--- src/rtl/gy_offset_cal_pkg.sv ---
// Shared gyro package: calibration FSM states and default sizing.
package gy_offset_cal_pkg;

  typedef enum logic [1:0] {
    CAL   = 2'd0,
    LATCH = 2'd1,
    RUN   = 2'd2
  } gy_state_e;

  localparam int unsigned GY_N_LOG2   = 8;
  localparam int unsigned GY_DEADBAND = 4;
  localparam int unsigned GY_ACC_W    = 24;

endpackage

--- src/rtl/gy_byte_assembler.sv ---
// Pairs a gyro Y high byte with the following low byte into a 16-bit raw sample.
module gy_byte_assembler (
  input  logic        clk,
  input  logic        rst,
  input  logic        clear,
  input  logic [7:0]  byte_in,
  input  logic        byte_valid,
  input  logic        byte_first,
  output logic [15:0] raw,
  output logic        raw_valid
);

  logic [7:0] hi_q, hi_d;
  logic       pend_q, pend_d;

  // Hold the latest high byte; a low byte completes a sample only if one is pending.
  always_comb begin
    hi_d      = hi_q;
    pend_d    = pend_q;
    raw       = {hi_q, byte_in};
    raw_valid = 1'b0;
    if (clear) begin
      pend_d = 1'b0;
    end else if (byte_valid) begin
      if (byte_first) begin
        hi_d   = byte_in;
        pend_d = 1'b1;
      end else if (pend_q) begin
        raw_valid = 1'b1;
        pend_d    = 1'b0;
      end
    end
  end

  // Pending-byte registers.
  always_ff @(posedge clk) begin
    if (rst) begin
      hi_q   <= '0;
      pend_q <= 1'b0;
    end else begin
      hi_q   <= hi_d;
      pend_q <= pend_d;
    end
  end

endmodule

--- src/rtl/gy_offset_cal.sv ---
// Gyro Y offset calibration: averages 2^N_LOG2 samples, then streams
// offset-corrected, saturated, deadbanded samples.
module gy_offset_cal
  import gy_offset_cal_pkg::*;
#(
  parameter int unsigned N_LOG2   = GY_N_LOG2,
  parameter int unsigned DEADBAND = GY_DEADBAND
) (
  input  logic        clk,
  input  logic        rst,
  input  logic [7:0]  byte_in,
  input  logic        byte_valid,
  input  logic        byte_first,
  input  logic        recal,
  output logic [15:0] GY,
  output logic        is_read,
  output logic        cal_done,
  output logic [15:0] offset
);

  localparam logic signed [16:0] DB_POS = 17'(DEADBAND);
  localparam logic signed [16:0] DB_NEG = -DB_POS;

  gy_state_e                    state_q, state_d;
  logic signed [GY_ACC_W-1:0]   acc_q, acc_d;
  logic [N_LOG2-1:0]            cnt_q, cnt_d;
  logic [15:0]                  offset_q, offset_d;
  logic [15:0]                  gy_q, gy_d;
  logic                         is_read_q, is_read_d;
  logic [15:0]                  raw_q, raw_d;
  logic                         raw_v_q, raw_v_d;

  logic [15:0]                  asm_raw;
  logic                         asm_valid;
  logic signed [16:0]           diff;
  logic [15:0]                  sat;
  logic [15:0]                  corr;

  gy_byte_assembler u_asm (
    .clk        (clk),
    .rst        (rst),
    .clear      (recal),
    .byte_in    (byte_in),
    .byte_valid (byte_valid),
    .byte_first (byte_first),
    .raw        (asm_raw),
    .raw_valid  (asm_valid)
  );

  // Correction datapath: 17-bit difference, clamp to 16 bits, then deadband.
  always_comb begin
    diff = $signed({raw_q[15], raw_q}) - $signed({offset_q[15], offset_q});
    if (diff[16] != diff[15]) begin
      sat = diff[16] ? 16'h8000 : 16'h7fff;
    end else begin
      sat = diff[15:0];
    end
    if (diff > DB_NEG && diff < DB_POS) begin
      corr = '0;
    end else begin
      corr = sat;
    end
  end

  // Next-state: sample capture stage, calibration FSM, output stage.
  // recal squashes both the captured sample and the output stage so an
  // in-flight sample never produces is_read.
  always_comb begin
    state_d   = state_q;
    acc_d     = acc_q;
    cnt_d     = cnt_q;
    offset_d  = offset_q;
    gy_d      = gy_q;
    is_read_d = 1'b0;
    raw_d     = asm_valid ? asm_raw : raw_q;
    raw_v_d   = asm_valid;
    if (recal) begin
      state_d = CAL;
      acc_d   = '0;
      cnt_d   = '0;
      raw_v_d = 1'b0;
    end else begin
      unique case (state_q)
        CAL: begin
          if (raw_v_q) begin
            acc_d = acc_q + GY_ACC_W'($signed(raw_q));
            cnt_d = cnt_q + 1'b1;
            if (cnt_q == '1) begin
              state_d = LATCH;
            end
          end
        end
        LATCH: begin
          offset_d = 16'(acc_q >>> N_LOG2);
          acc_d    = '0;
          cnt_d    = '0;
          state_d  = RUN;
        end
        RUN: begin
          if (raw_v_q) begin
            gy_d      = corr;
            is_read_d = 1'b1;
          end
        end
        default: state_d = CAL;
      endcase
    end
  end

  // State and pipeline registers.
  always_ff @(posedge clk) begin
    if (rst) begin
      state_q   <= CAL;
      acc_q     <= '0;
      cnt_q     <= '0;
      offset_q  <= '0;
      gy_q      <= '0;
      is_read_q <= 1'b0;
      raw_q     <= '0;
      raw_v_q   <= 1'b0;
    end else begin
      state_q   <= state_d;
      acc_q     <= acc_d;
      cnt_q     <= cnt_d;
      offset_q  <= offset_d;
      gy_q      <= gy_d;
      is_read_q <= is_read_d;
      raw_q     <= raw_d;
      raw_v_q   <= raw_v_d;
    end
  end

  assign GY       = gy_q;
  assign is_read  = is_read_q;
  assign cal_done = (state_q == RUN);
  assign offset   = offset_q;

endmodule

--- config.mk ---
export PLATFORM = sky130hd
export DESIGN_NAME = gy_offset_cal
export DESIGN_NICKNAME = d
export VERILOG_FILES = /design/src/rtl/gy_offset_cal_pkg.sv /design/src/rtl/gy_byte_assembler.sv /design/src/rtl/gy_offset_cal.sv
export SDC_FILE = /design/constraint.sdc
export NUM_CORES = 1
export LEC_CHECK = 0
export BUFFER_PORTS_ARGS = -buffer_cell sky130_fd_sc_hd__buf_2
export CORE_ASPECT_RATIO = 0.75
export CORE_MARGIN = 10
export CORE_UTILIZATION = 45
export CTS_BUF_LIST = sky130_fd_sc_hd__clkbuf_8 sky130_fd_sc_hd__clkbuf_16
export CTS_CLUSTER_SIZE = 10
export DETAILED_ROUTE_END_ITERATION = 8
export SYNTH_ARGS = -nofsm -noshare
export SYNTH_HDL_FRONTEND = slang
export SYNTH_SLANG_ARGS = --single-unit
--- constraint.sdc ---
create_clock -name clk -period 5.4 [get_ports clk]
set_input_delay 0.54 -clock clk [delete_from_list [all_inputs] [get_ports clk]]
set_output_delay 0.54 -clock clk [all_outputs]
set_load 0.1 [all_outputs]
==> metrics.md, run 1 <==
| Metric | Value |
|---|---|
| Status | `completed` |
| Final worst setup slack | `0.9006 ns` |
| Clk sinks | `93` |
| Ranking of synthesized cells by area | `dfxtp_1 (33%), ha_1 (9.3%), nand2_1 (7.1%)` |
| Syn avg cell area | `8.118 µm²` |
| Clock-pin slew on the worst setup and hold paths | `0.07 ns` |
| # DRC | `0` |
| H-tree depth | `3` |
| Die ar. | `17490 µm²` |
| Ys flop type | `dfxtp_1` |
| DRT Wirelength | `15.71 mm` |
| Synth warn | `0` |
| Pre-Repair DR Iteration Count | `5` |
| Resized Gates After CTS | `0` |
| Vias in the first global route | `4795` |
| Most common cell in the netlist | `nand2_1` |
| RSZ-0062 raised after global routing | `no` |
| Root Buffer | `clkbuf_16` |
| First-iteration detailed-routing DRC count | `294` |
| # fillers | `1214` |
| Initial antenna violation count | `0` |
| WP data required | `5.63 ns` |
| Setup TNS | `0 ns` |
| DRT antenna net count | `0` |
| EDFF count, synth | `0` |
| CTS tree | `done` |
| N_diodes | `0` |
| Pre-CTS setup slack | `0.9904 ns` |
| Period minus WS final | `4.499 ns` |
| Die span in x | `149.4 µm` |
| Clk_lat worst skew | `0.34 ns` |
| Yosys cell types | `76` |
| Die Height | `117.0 µm` |
| NumNets Final | `783` |
| Slew Limit Fails | `0` |
| Total leakage power | `2.679 nW` |
| Crit path capture type | `register` |
| TritonCTS Buffers | `9` |
| Synth cell count leaders | `nand2_1 (107), dfxtp_1 (93), a21oi_1 (69)` |
| Io pins | `47` |
| # Max-Cap Violations | `0` |
| Worst Hold Class | `primary input to register` |
| I/O Buffers | `46` |
| Clk buf depth | `2` |
| Share of the synthesized area in the top cell type | `32.95%` |
| Comb power frac | `5.3%` |
| Post-DP HPWL | `12.12 mm` |
| PwrDens | `228.3 nW/µm²` |
| Remaining Overflow, GRT | `0` |
| Sequential Power Share | `48.2%` |
| Mapped Area | `5650 µm²` |
| Vias per inst | `5.700` |
| Share of layout cells above drive strength 1 | `12.86%` |
| Setup Skew | `0.009268 ns` |
| Startpoint types | `register` |
| Starting density of the core | `45.92%` |
| Worst-margin pin slew | `1.037 ns` |
| First-pass GRT wire length | `25.05 mm` |
| Sw frac | `23.92%` |
| Wire length per cell | `17.52 µm` |
| Largest net degree at the start of global routing | `47` |
| Syn Nets | `753` |
| Relative slew slack | `29.07%` |
| Synthesized flop and latch total | `93` |
| GRT Overall Usage | `17.90%` |
| Fmax | `222.3 MHz` |
| Synth Instances | `696` |
| Ys async rst share | `0%` |
| Worst vdd ir | `0.0001412 V` |
| Post CTS Setup Buffer Count | `0` |
| Post-synthesis sequential area ratio | `32.95%` |
| Final Hold Vio Count | `0` |
| Post-layout util | `51.01%` |
| Critical Setup Path Class | `register to register` |
| P_int | `1.090 mW` |
| Final number of setup-violating endpoints | `0` |
| Vias | `5113` |
| NetSw | `0.3427 mW` |
| Core area | `12310 µm²` |
| CP max FO | `15` |
| Worst path arrival time | `4.73 ns` |
| Gpl congestion | `0.8793` |
| Yosys top cell by area | `dfxtp_1` |
| Placement row count | `35` |
| Area growth, synth to finish | `11.09%` |
| Clock power frac | `46.5%` |
| CTS Hold Bufs | `0` |
| Final period util | `83.32%` |
[layout by cell type (no fill, tap or decap), types with 4 or more instances in the layout]
cell       count
a21o_1        17
a21oi_1       69
a22o_1        14
a22oi_1       11
a31oi_1        5
and2_1         5
and3_1         6
buf_2         46
clkbuf_16      9
dfxtp_1       93
ha_1          42
inv_1         33
nand2_1      107
nand2b_1       8
nand3_1       20
nand3b_1       5
nand4_1        6
nor2_1        65
nor3_1         9
nor3b_1        5
o211ai_1       5
o21ai_0       30
or2_2          4
or3_1          6
xnor2_1       13
xor2_1        14
[cell type report]
type | instances | area [µm²] | area share [%]
flip-flops and latches | 93 | 1862 | 29.66
repair buffers | 48 | 245.2 | 3.907
clock buffers | 10 | 239.0 | 3.807
inverters | 33 | 123.9 | 1.973
clock inverters | 6 | 68.82 | 1.096
multi-input cells | 541 | 3531 | 56.25
well taps | 166 | 207.7 | 3.309
[worst paths after layout]
kind / start / to / slack [ns] / cells after the start
setup reg to reg: raw_q[1]$_SDFFE_PP0P_ / GY[14]$_SDFFE_PP0P_ / 0.90 / 17
hold reg to reg: cnt_q[7]$_SDFFE_PP0P_ / state_q[0]$_SDFFE_PP0P_ / 0.46 / 2
hold / removal: byte_in[5] / raw_q[5]$_SDFFE_PP0P_ / 0.46 / 3
setup / recovery: raw_q[1]$_SDFFE_PP0P_ / GY[14]$_SDFFE_PP0P_ / 0.90 / 17
[stage by stage]
step	total power, mW	hold slack [ns]	area, µm²	cells
global placement	0.7796	0.4397	5969	881
detailed placement	0.7819	0.4486	5969	881
CTS	1.446	0.4421	6277	897
floorplan	0.7668	0.4315	5650	696
finish	1.433	0.4554	6277	897
global route	1.484	0.4668	6277	897
[layer usage]
layer / vias up / part of all wire, % / GRT usage, %
met5: - / 0 / 0
met4: 0 / 0.79 / 3.718
met3: 9 / 6.0 / 4.149
met2: 132 / 40 / 25.44
met1: 2427 / 53 / 26.63
li1: 2545 / - / -
[critical path: stages, from the launching register on]
cell and delay (ns):
dfxtp_1 0.46, ha_1 0.27, nor2b_1 0.16, o31a_1 0.26, o41a_4 0.40, a211oi_2 0.33
o21ai_0 0.14, a21oi_1 0.19, xnor2_1 0.12, inv_1 0.14, ha_1 0.16, inv_1 0.04
nor4_1 0.32, nand4b_1 0.15, or4_4 0.45, o41ai_4 0.27, o211ai_4 0.23, a32o_2 0.31
[registers in the layout (all words and copies together) (netlist names), 2 cells and up]
name,count
GY,16
u_asm.hi_q,8
cnt_q,8
state_q,2
acc_q,24
raw_q,16
offset,16
[cell families after synthesis]
logic type      after synthesis  share of synthesized area, %
compound gates              199                         25.09
flops                        93                         32.95
buf+inv                      62                         4.561
fa+ha+maj                    44                         10.01
simple gates                265                         21.86
mux                           6                         1.351
xor+xnor                     27                         4.185
[power groups by stage]
stage | clock network (mW) | logic [mW] | registers (mW)
2_1_floorplan | 0 | 0.0614 | 0.705
4_1_cts | 0.680 | 0.0761 | 0.690
5_1_grt | 0.710 | 0.0835 | 0.690
6_report | 0.666 | 0.0766 | 0.690
3_5_place_dp | 0 | 0.0758 | 0.706
3_3_place_gp | 0 | 0.0735 | 0.706
No activity file was read; power rests on OpenSTA's default activity.
==> inputs of run 2 (changes only) <==
- ABC_AREA: not set -> 1
- PLACE_DENSITY: not set -> 0.65
- clock period: 5.4 -> 4 ns (I/O delays scaled with it)
==> metrics.md, run 2 <==
| Metric | Value |
|---|---|
| Status | `completed` |
| Most common cell in the netlist | `nand2_1` |
| Critical Setup Path Class | `register to register` |
| Mapped Area | `5944 µm² (+5.2%)` |
| Remaining Overflow, GRT | `0 (unchanged)` |
| Max reg flops | `24 (unchanged)` |
| Die span in x | `152.7 µm (+2.2%)` |
| Yosys top cell by area | `dfxtp_1` |
| Die Height | `119.5 µm (+2.1%)` |
| RSZ-0062 raised after global routing | `no` |
| Setup Skew | `0.008054 ns (-0.001214 ns)` |
| I/O Buffers | `46 (unchanged)` |
| Setup TNS | `0 ns (unchanged)` |
| Period minus WS final | `3.146 ns (-1.354 ns)` |
| DRT Wirelength | `15.37 mm (-2.2%)` |
| # Max-Cap Violations | `0 (unchanged)` |
| Most flops, register | `acc_q` |
| CTS tree | `done` |
| Post CTS Setup Buffer Count | `0 (unchanged)` |
| Gpl congestion | `0.9078 (+3.2%)` |
| Synth Instances | `877 (+26%)` |
| TritonCTS Buffers | `9 (unchanged)` |
| Slew Limit Fails | `0 (unchanged)` |
| NetSw | `0.5480 mW (+60%)` |
| H-tree depth | `3 (unchanged)` |
| # DRC | `0 (unchanged)` |
| Worst path arrival time | `3.36 ns (-1.37 ns)` |
| Core area | `12970 µm² (+5.4%)` |
| Ranking of synthesized cells by area | `dfxtp_1 (31%), nand2_1 (11%), a21oi_1 (9.9%)` |
| Clock power frac | `45.9% (-0.6 points)` |
| Comb power frac | `9.9% (+4.6 points)` |
| Synthesized flop and latch total | `93 (unchanged)` |
| Ys async rst share | `0% (unchanged)` |
| Clock-pin slew on the worst setup and hold paths | `0.07 ns (about the same)` |
| DRT antenna net count | `0 (unchanged)` |
| Final number of setup-violating endpoints | `0 (unchanged)` |
| Post-DP HPWL | `11.85 mm (-2.2%)` |
| CTS Hold Bufs | `0 (unchanged)` |
| Initial antenna violation count | `0 (unchanged)` |
| Vias in the first global route | `5262 (+9.7%)` |
| Design Area, Final | `6610 µm² (+5.3%)` |
| Yosys cell types | `37 (-51%)` |
| Relative slew slack | `26.61% (-2.5 points)` |
| First-pass GRT wire length | `25.59 mm (+2.2%)` |
| Io pins | `47 (unchanged)` |
| WP data required | `4.22 ns (-1.41 ns)` |
| Commonest non-fill, non-tap cell in the layout | `nand2_1` |
| CP max FO | `15 (unchanged)` |
| Clk sinks | `93 (unchanged)` |
| Ys flop type | `dfxtp_1` |
| PwrDens | `320.4 nW/µm² (+40%)` |
| Clk buf depth | `2 (unchanged)` |
| Crit path capture type | `register` |
| # fillers | `1363 (+12%)` |
| P_int | `1.570 mW (+44%)` |
| Synth cell count leaders | `nand2_1 (174), a21oi_1 (118), inv_1 (101)` |
| Final period util | `78.64% (-4.7 points)` |
| Final worst setup slack | `0.8544 ns (-0.04615 ns)` |
| Placement row count | `36 (+2.9%)` |
| Worst-margin pin slew | `1.100 ns (+0.06237 ns)` |
| Cells after DPL | `1073 (+22%)` |
| Pre-CTS setup slack | `0.8578 ns (-0.1326 ns)` |
| Sequential Power Share | `44.2% (-4.0 points)` |
| Root Buffer | `clkbuf_16` |
| Vias per inst | `5.141 (-9.8%)` |
| Pre-Repair DR Iteration Count | `6 (+1)` |
| Vias | `5599 (+9.5%)` |
| Post-synthesis sequential area ratio | `31.32% (-1.6 points)` |
| GRT Overall Usage | `16.55% (-1.3 points)` |
| Syn Nets | `934 (+24%)` |
| Most frequent cells in the layout | `nand2_1 (174), a21oi_1 (118), inv_1 (101)` |
| Fmax | `317.9 MHz (+43%)` |
| Sw frac | `25.87% (+2.0 points)` |
| Worst vdd ir | `0.0002868 V (+100%)` |
| Resized Gates After CTS | `0 (unchanged)` |
| First-iteration detailed-routing DRC count | `316 (+7.5%)` |
| Area growth, synth to finish | `11.20% (about the same)` |
| Final std cells w/o fill | `1089 (+21%)` |
| Share of the synthesized area in the top cell type | `31.32% (-1.6 points)` |
| Share of layout cells above drive strength 1 | `14.92% (+2.1 points)` |
| Die ar. | `18250 µm² (+4.4%)` |
| NumNets Final | `970 (+24%)` |
| Total leakage power | `3.140 nW (+17%)` |
| EDFF count, synth | `0 (unchanged)` |
| Worst Hold Class | `primary input to register` |
| Tot Pwr | `2.118 mW (+48%)` |
| Final Hold Vio Count | `0 (unchanged)` |
| Synth warn | `0 (unchanged)` |
| Clk_lat worst skew | `0.35 ns (about the same)` |
| N_diodes | `0 (unchanged)` |
| Starting density of the core | `45.82% (-0.094 points)` |
| Wire length per cell | `14.11 µm (-19%)` |
| Largest net degree at the start of global routing | `41 (-13%)` |
| Startpoint types | `register` |
| Syn avg cell area | `6.778 µm² (-17%)` |
| Post-Place Cell Area | `6274 µm² (+5.1%)` |
## run 2: cell types whose count changed after synthesis, sizes merged, moves of 15 or more
| cell | before | now |
|---|---|---|
| nand2 | 108 | 209 |
| nor2 | 65 | 80 |
| nand3 | 20 | 54 |
| inv | 33 | 106 |
| a21oi | 72 | 132 |
| o21ai | 30 | 83 |
## run 2: logic make-up (layout without fill, tap and decap cells)
kind of cell,count (synthesis),in the layout,share of synthesized area [%]
AO/OA/AOI/OAI,231,231,20.94
adder cells (fa/ha/maj),44,44,9.514
AND/OR/NAND/NOR,373,373,28.48
XOR/XNOR,3,3,0.4421
flip-flops,93,93,31.32
buffers and inverters,133,174,9.303
## run 2: final cells by class
type / count / area, µm² / area share (%)
clock buffer: 10 / 239.0 / 3.615
timing repair buffer: 50 / 260.3 / 3.937
sequential: 93 / 1862 / 28.17
tap: 171 / 214.0 / 3.237
multi-input combinational: 651 / 3530 / 53.40
clock inverter: 6 / 97.59 / 1.476
inverter: 108 / 407.9 / 6.171
## run 2: power by group through the flow
stage	registers (mW)	clock network, mW	logic [mW]
final	0.936	0.973	0.209
after global routing	0.936	1.04	0.233
after CTS	0.936	0.992	0.209
after detailed placement	0.958	0	0.208
after global placement	0.957	0	0.206
after floorplan	0.956	0	0.181
## run 2: worst paths after layout
kind                                    from                endpoint  slack, ns  depth (start not counted)
setup / recovery       raw_q[0]$_SDFFE_PP0P_      GY[8]$_SDFFE_PP0P_       0.85                         20
hold / removal                    byte_in[1]   raw_q[1]$_SDFFE_PP0P_       0.31                          3
setup reg to reg       raw_q[0]$_SDFFE_PP0P_      GY[8]$_SDFFE_PP0P_       0.85                         20
hold reg to reg   u_asm.hi_q[6]$_SDFFE_PP0P_  raw_q[14]$_SDFFE_PP0P_       0.45                          2
## run 2: through the flow
stage / utilization, % / hold slack (ns)
global route: 50.95 / 0.3275
finish: 50.95 / 0.3149
global placement: 48.36 / 0.4428
floorplan: - / 0.4297
CTS: 50.95 / 0.3057
detailed placement: 48.36 / 0.4453
## run 2: metal layers
| layer | vias up | part of all wire (%) | track usage (%) |
|---|---|---|---|
| li1 | 2975 | - | - |
| met1 | 2503 | 54 | 23.79 |
| met2 | 109 | 40 | 24.86 |
| met3 | 12 | 5.4 | 3.319 |
| met4 | 0 | 1.0 | 3.805 |
| met5 | - | 0 | 0 |
## run 2: critical path, cell delays in order (launching register included)
cell and delay, ns:
dfxtp_1 0.32, inv_1 0.07, ha_1 0.13, inv_1 0.06
fa_1 0.42, nand2_1 0.12, nand2_2 0.08, nand3_2 0.08
nand2_2 0.06, nand3_2 0.07, nand2_1 0.06, nand2_2 0.09
nand2_2 0.07, nand2_4 0.09, inv_4 0.05, ha_1 0.52
inv_1 0.15, nor2_4 0.34, nor2_1 0.10, nand2_2 0.09
a21oi_2 0.05
